**src/rtl/dmem_pkg.sv**
```systemverilog
// Shared definitions for the data-memory arbiter: FSM encoding, owner encoding,
// default widths and the address bit that selects the IO space.
package dmem_pkg;

    localparam int RAM_AW_DEFAULT = 14;
    localparam int DW_DEFAULT     = 32;
    localparam int IO_SEL_BIT     = 31;

    typedef enum logic [1:0] {
        S_IDLE   = 2'd0,
        S_ACCESS = 2'd1,
        S_RDWAIT = 2'd2,
        S_DONE   = 2'd3
    } state_t;

    typedef enum logic {
        OWN_CPU = 1'b0,
        OWN_LDR = 1'b1
    } owner_t;

endpackage

```
**src/rtl/rr_arb2.sv**
```systemverilog
// Two-way round-robin arbiter: req[0] = CPU, req[1] = loader. On a tie the port
// that was not granted last wins; the history only moves when advance is high.
module rr_arb2 (
    input  logic       clk,
    input  logic       rst,
    input  logic [1:0] req,
    input  logic       advance,
    output logic [1:0] gnt
);

    // 1 = loader received the most recent grant; reset value lets the CPU win the first tie.
    logic last_ldr;

    always_comb begin
        gnt = 2'b00;
        case (req)
            2'b01:   gnt = 2'b01;
            2'b10:   gnt = 2'b10;
            2'b11:   gnt = last_ldr ? 2'b01 : 2'b10;
            default: gnt = 2'b00;
        endcase
    end

    always_ff @(posedge clk or posedge rst) begin
        if (rst) begin
            last_ldr <= 1'b1;
        end else if (advance && (gnt != 2'b00)) begin
            last_ldr <= gnt[1];
        end
    end

endmodule

```
**src/rtl/dmem_arbiter.sv**
```systemverilog
// Shares one synchronous single-port RAM between the CPU and the loader, and
// decodes CPU accesses with address bit 31 set into the switch/LED IO space.
module dmem_arbiter
    import dmem_pkg::*;
#(
    parameter int RAM_AW = RAM_AW_DEFAULT,
    parameter int DW     = DW_DEFAULT
) (
    input  logic              clk,
    input  logic              rst,

    input  logic              cpu_req,
    input  logic              cpu_we,
    input  logic [31:0]       cpu_addr,
    input  logic [DW-1:0]     cpu_wdata,
    output logic              cpu_ready,
    output logic [DW-1:0]     cpu_rdata,

    input  logic              ldr_req,
    input  logic              ldr_we,
    input  logic [RAM_AW-1:0] ldr_addr,
    input  logic [DW-1:0]     ldr_wdata,
    output logic              ldr_ready,
    output logic [DW-1:0]     ldr_rdata,

    output logic [RAM_AW-1:0] ram_addr,
    output logic [DW-1:0]     ram_din,
    output logic              ram_we,
    input  logic [DW-1:0]     ram_dout,

    input  logic [15:0]       io_switch,
    output logic [15:0]       led,

    output state_t            fsm_state
);

    // Handshake: a port raises req with we/addr/wdata stable and holds them until
    // its ready pulses for one cycle; rdata is valid with that pulse and is held
    // until the same port's next read completes.

    logic [1:0]        req_vec;
    logic [1:0]        gnt;
    logic              arb_advance;

    logic [RAM_AW-1:0] cpu_word;
    logic              cpu_io;

    logic              sel_we;
    logic              sel_io;
    logic [RAM_AW-1:0] sel_addr;
    logic [DW-1:0]     sel_wdata;

    owner_t            owner;
    logic              owner_we;
    logic              owner_io;

    logic              unused_addr_bits;

    assign req_vec     = {ldr_req, cpu_req};
    assign arb_advance = (fsm_state == S_IDLE);

    rr_arb2 u_arb (
        .clk     (clk),
        .rst     (rst),
        .req     (req_vec),
        .advance (arb_advance),
        .gnt     (gnt)
    );

    // Upper CPU address bits alias onto the RAM; byte offset is ignored.
    assign cpu_word         = cpu_addr[RAM_AW+1:2];
    assign cpu_io           = cpu_addr[IO_SEL_BIT];
    assign unused_addr_bits = ^{cpu_addr[IO_SEL_BIT-1:RAM_AW+2], cpu_addr[1:0]};

    always_comb begin
        sel_we    = cpu_we;
        sel_io    = cpu_io;
        sel_addr  = cpu_word;
        sel_wdata = cpu_wdata;
        if (gnt[1]) begin
            sel_we    = ldr_we;
            sel_io    = 1'b0;
            sel_addr  = ldr_addr;
            sel_wdata = ldr_wdata;
        end
    end

    always_ff @(posedge clk or posedge rst) begin
        if (rst) begin
            fsm_state <= S_IDLE;
            owner     <= OWN_CPU;
            owner_we  <= 1'b0;
            owner_io  <= 1'b0;
            ram_addr  <= '0;
            ram_din   <= '0;
            ram_we    <= 1'b0;
            cpu_ready <= 1'b0;
            ldr_ready <= 1'b0;
            cpu_rdata <= '0;
            ldr_rdata <= '0;
            led       <= '0;
        end else begin
            cpu_ready <= 1'b0;
            ldr_ready <= 1'b0;
            ram_we    <= 1'b0;

            case (fsm_state)
                S_IDLE: begin
                    if (gnt != 2'b00) begin
                        owner     <= gnt[1] ? OWN_LDR : OWN_CPU;
                        owner_we  <= sel_we;
                        owner_io  <= sel_io;
                        ram_addr  <= sel_addr;
                        ram_din   <= sel_wdata;
                        // Registered here so the write strobe covers exactly the ACCESS cycle.
                        ram_we    <= sel_we & ~sel_io;
                        fsm_state <= S_ACCESS;
                    end
                end

                S_ACCESS: begin
                    if (owner_io) begin
                        if (owner_we) begin
                            led <= ram_din[15:0];
                        end else if (owner == OWN_LDR) begin
                            ldr_rdata <= {{(DW-16){1'b0}}, io_switch};
                        end else begin
                            cpu_rdata <= {{(DW-16){1'b0}}, io_switch};
                        end
                    end

                    if (owner_io || owner_we) begin
                        cpu_ready <= (owner == OWN_CPU);
                        ldr_ready <= (owner == OWN_LDR);
                        fsm_state <= S_DONE;
                    end else begin
                        fsm_state <= S_RDWAIT;
                    end
                end

                S_RDWAIT: begin
                    if (owner == OWN_LDR) begin
                        ldr_rdata <= ram_dout;
                    end else begin
                        cpu_rdata <= ram_dout;
                    end
                    cpu_ready <= (owner == OWN_CPU);
                    ldr_ready <= (owner == OWN_LDR);
                    fsm_state <= S_DONE;
                end

                S_DONE: begin
                    fsm_state <= S_IDLE;
                end

                default: begin
                    fsm_state <= S_IDLE;
                end
            endcase
        end
    end

endmodule

```
**config.mk**
```make
export PLATFORM = sky130hd
export DESIGN_NAME = dmem_arbiter
export DESIGN_NICKNAME = d
export VERILOG_FILES = /design/src/rtl/dmem_pkg.sv /design/src/rtl/rr_arb2.sv /design/src/rtl/dmem_arbiter.sv
export SDC_FILE = /design/constraint.sdc
export NUM_CORES = 1
export LEC_CHECK = 0
export CORE_ASPECT_RATIO = 0.7
export CORE_MARGIN = 1
export CORE_UTILIZATION = 35
export CTS_CLUSTER_DIAMETER = 50
export CTS_CLUSTER_SIZE = 28
export DETAILED_ROUTE_END_ITERATION = 7
export PLACE_DENSITY = 0.71
export SYNTH_ARGS = -nofsm -noshare
export SYNTH_HDL_FRONTEND = slang
export SYNTH_SLANG_ARGS = --single-unit
export TNS_END_PERCENT = 20
```
**constraint.sdc**
```tcl
create_clock -name clk -period 12.9 [get_ports clk]
set_clock_uncertainty 0.2 [all_clocks]
set_input_delay 1.935 -clock clk [delete_from_list [all_inputs] [get_ports clk]]
set_output_delay 1.935 -clock clk [all_outputs]
set_load 0.005 [all_outputs]
```
# Yosys cells after proc, flatten, opt, wreduce, memory -nomap -nowiden
# Cells that the tools add are included.
# word_totals
reg_bits	135
wordCells	64
output_inout_bits	131
inputBits	164
# classes
eq_ne	13
reduce_logical	9
n_mux	26
bitwise	3
# ops
operator	n
32-bit 2-to-1 mux	9
32-bit one-hot mux with 2 select lines	2
14-bit 2-to-1 mux	1
2-bit inequality test (second input constant)	7
5-bit AND reduction	2
2-bit == test (second input constant)	4
1-bit 2-to-1 mux	8
2-bit one-hot mux with 4 select lines	1
2-bit one-hot mux with 3 select lines	1
2-bit by 1-bit == test with 1-bit output (second input constant)	2
2-bit 2-to-1 mux	2
1-bit one-hot mux with 2 select lines	2
2-bit nonzero test	2
3-bit AND reduction	1
2-bit zero test	1
1-bit inverter	2
2-bit AND reduction	1
1-bit AND	1
1-bit logical AND	1
1-bit logical OR	1

# Logic depth before layout (Yosys ltp)
# logic_depth
ltp_word	7
depth_mapped	7
mapped_depth_nobuf	5

# Modules after synthesis
# A second synthesis with hierarchy kept.
# hier_totals
hier_cells	457
area_unflattened_um2	6150.9
# modules_own_cells
mod	instances	seq_area_each_um2	cells_each	area_per_inst_um2
dmem_arbiter	1	3353.2	450	6090.8
rr_arb2	1	26.3	7	60.1

# Worst setup path before layout
# Ideal clock, no wire load.
# synth_path
path_type	in2reg
startpoint	in ldr_req
endpoint	reg ram_din[10]
path_slack_ps	9951
setup_time_ps	77
t_arrival_ps	2672
t_required_ps	12623
stages	5
path_buffers	2
cell_sequence	a21boi_1 buf_2 buf_4 a21oi_1 a21oi_1
# synth_between
elab_chain_cells	4
word_cells_on_any_way	7
classes_between	3 x eq/ne; 2 x mux; 2 x reduce/logical
# synth_rtl
element	line_no	rtl
start: declaration	dmem_arbiter.sv:19	input logic ldr_req,
2-bit == test / 2-bit by 1-bit == test with 1-bit output (equally long branches)	rr_arb2.sv:16	case (req)
2-bit one-hot mux with 3 select lines *	rr_arb2.sv:16	
2-bit nonzero test	dmem_arbiter.sv:109	if (gnt != 2'b00) begin
2-bit AND reduction (no source line)	--	
end signal: assignment	dmem_arbiter.sv:114	ram_din <= sel_wdata;
end: declaration	dmem_arbiter.sv:27	output logic [DW-1:0] ram_din,
# Mark *: on every way between the ends. The rest lies on a longest branch, timed or not.
# A chain may end at the register's enable or synchronous reset.

# Worst setup path after layout
# layout_path
startpoint	in ldr_req
endpoint	reg ram_din[3]
# Same word-level chain as after synthesis.

==> metrics.txt <==
Netlist cell types=29; Synth area leaders=dfrtp_1 (57%), mux2_2 (12%), a21oi_1 (8.0%); area leader, netlist=dfrtp_1; R2R setup slack=slightly above 10 ns; MaxCap Viol Count=0; Multi-input gate area=about 2400 um^2; # rows=39; Final min period=~3.8 ns; worst skew pair latency=~0.4 ns; register area=~3400 um^2; # diodes=0; simple-gate share of the synthesized area=0.0888; DR WL met2=approximately 8400 um; Async S/R FF share, synth=1.00; die height=111 um; startpoint types=primary input; CTS root buf=clkbuf_16; post-synthesis sequential area ratio=0.574; top cell type's share of synthesized area=0.569; Seq cells post-synth=between 100 and 150; routability cong.=roughly 0.77; first-pass GRT wire length=between 20000 and 30000 um; relative slew slack=0.245; fin cells=roughly 1000; via count=~4900; vias per inst=roughly 4.8; Port-buffer cells=approximately 280; XOR/XNOR Fraction of Synth Area=0; DRT Wirelength=roughly 17000 um; ys flop type=dfrtp_1; setup TNS=0 ns; Sw Share=0.313; Core Area=roughly 16000 um^2; initial DRC count=249; pre-CTS WS=8.78 ns; Worst Hold Depth=1; CP required=around 13 ns; vias in the first global route=a little over 5000; layout cells sized above 1=0.178; crit path max fanout=31; # DRC=0; WS Path Type=in -> reg; Starting Density=0.359; post-synthesis mux area share=0.203; clk buf depth=2; largest family of logic cells by synthesized area=multiplexers; Design Power=about 0.0022 W; met3 WL=1380 um; total grt overflow=0; initial antenna violation count=0; Cell Int Power=~0.0015 W; commonest non-fill, non-tap cell in the layout=clkdlybuf4s50_1; dpl hpwl=12000 um; Resized cells post-CTS=0; M1 WL=6960 um; Reg power frac=0.336; Max VDD drop=approximately 120 uV; Max Freq=266 MHz; compound-gate portion of the synthesized area=0.0975; final hold vios=0; Synthesized Nets=approximately 670; reg2reg start=fsm_state[1]; Power Density=about 240 nW/um^2; Clock Power Share=0.208; fill cell total of the finished layout=1384; CP Capture Type=flop; Comb pwr share=0.456; synthesized area per cell=between 10 and 15 um^2; # IOs=just under 300; clock sinks=135; H-tree Lvls=4; unrepaired setup endpoints after global routing=no; Chip Width=between 150 and 200 um; Top Layer Used=met4; GRT Util Overall=0.202; largest net degree at the start of global routing=between 80 and 90; Post-CTS Setup Repair Bufs=0; final cycle utilization of the critical path=0.292; WHS Endpoint=cpu_rdata[5]; drt wl/cell=~17 um; TritonRoute pass-1 iters=4; clk slew on worst S/H paths=0.06 ns; status=finished, final reports clean; Hold Crit Start=cpu_rdata[5]; CTS Buf Count=17; CTS tree=done; Synth Area in Adders=0.00637; Hold WC Path Type=reg -> reg; # hold bufs at CTS=0; Netlist Area Pre-Place=around 5900 um^2; crit path DAT=a little under 4 ns; Setup-failing EPs final=0; worst r2r path cells=5; Leak=about 4.0 nW; most frequent cells in the layout=clkdlybuf4s50_1 (277), dfrtp_1 (134), a21oi_1 (94); placed cell count=roughly 980; post-route setup slack=between 9 and 10 ns; Post-synth EDFFs=0; Routed Antenna Nets=0; Nets=roughly 940; Area Overhead vs Synth=59.8%; reg2reg end=cpu_rdata[30]; Worst Tran Pin Value=about 1.1 ns; yosys warns=0; P_sw=about 0.00070 W; Cells after Synth=between 500 and 600; die area=17400 um^2; Final Max Slew Viols=0
## cell type report
| type | instances | share of cell area |
|---|---|---|
| flip-flops and latches | 135 | 0.359 |
| multi-input cells | 331 | 0.251 |
| clock buffers | 21 | 0.0500 |
| repair buffers | 281 | 0.298 |
| well taps | 225 | 0.0299 |
| inverters | 4 | 0.00213 |
| clock inverters | 11 | 0.0106 |
## routing by layer
layer | global-route usage | up-vias
met5 | 0 | -
met1 | 0.238 | 2387
met2 | 0.341 | 187
met4 | 0.0738 | 0
met3 | 0.0659 | 27
li1 | - | 2254
## synthesized netlist by cell type (all sizes together), types with 2 or more instances
master,n
nand2,52
mux2,96
nand3,2
dfrtp,134
nor2,49
and2,16
o21ai,8
a31oi,2
clkbuf,12
ha,3
inv,4
buf,19
o21a,3
a21oi,94
## stage by stage
step                       util  area, um^2  hold slack, ns
after global placement    0.539        8840           0.278
final                     0.574        9410           0.300
after floorplan               -        5890           0.246
after global routing      0.574        9410           0.323
after detailed placement  0.539        8840           0.290
after CTS                 0.574        9410           0.303
## state kept, by name, indices dropped and copies added (netlist names), 2 cells and up
register	flops
ram_din	32
led	16
ram_addr	14
ldr_rdata	32
cpu_rdata	32
fsm_state	2
## kinds of logic (layout without fill, tap and decap cells)
family	count (synthesis)	after routing
flip-flops	135	135
adder cells (fa/ha/maj)	3	3
AO/OA/AOI/OAI	109	109
multiplexers	96	96
AND/OR/NAND/NOR	123	123
buffers and inverters	35	317
## worst max-delay path by stage
stage	endpoint	from
CTS	ram_din[3]	ldr_req
detailed placement	ram_din[15]	ldr_req
global placement	ram_din[21]	cpu_req
global route	ram_we	cpu_req
floorplan	cpu_rdata[0]	rst
finish	ram_din[3]	ldr_req
## power by group through the flow
stage          Sequential, W  Combinational [W]  Clock, W
2_1_floorplan       0.000752           0.000463         0
3_3_place_gp        0.000737           0.000999         0
3_5_place_dp        0.000751            0.00102         0
4_1_cts             0.000748            0.00103  0.000475
5_1_grt             0.000773            0.00110  0.000495
6_report            0.000747            0.00101  0.000462
## worst max-delay path, stage by stage
cell	delay [ns]
clkdlybuf4s50_1	0.61
a21boi_4	0.54
buf_4	0.44
a21oi_1	0.15
a21oi_1	0.18
Note: power is estimated with default switching activity, not from simulation.
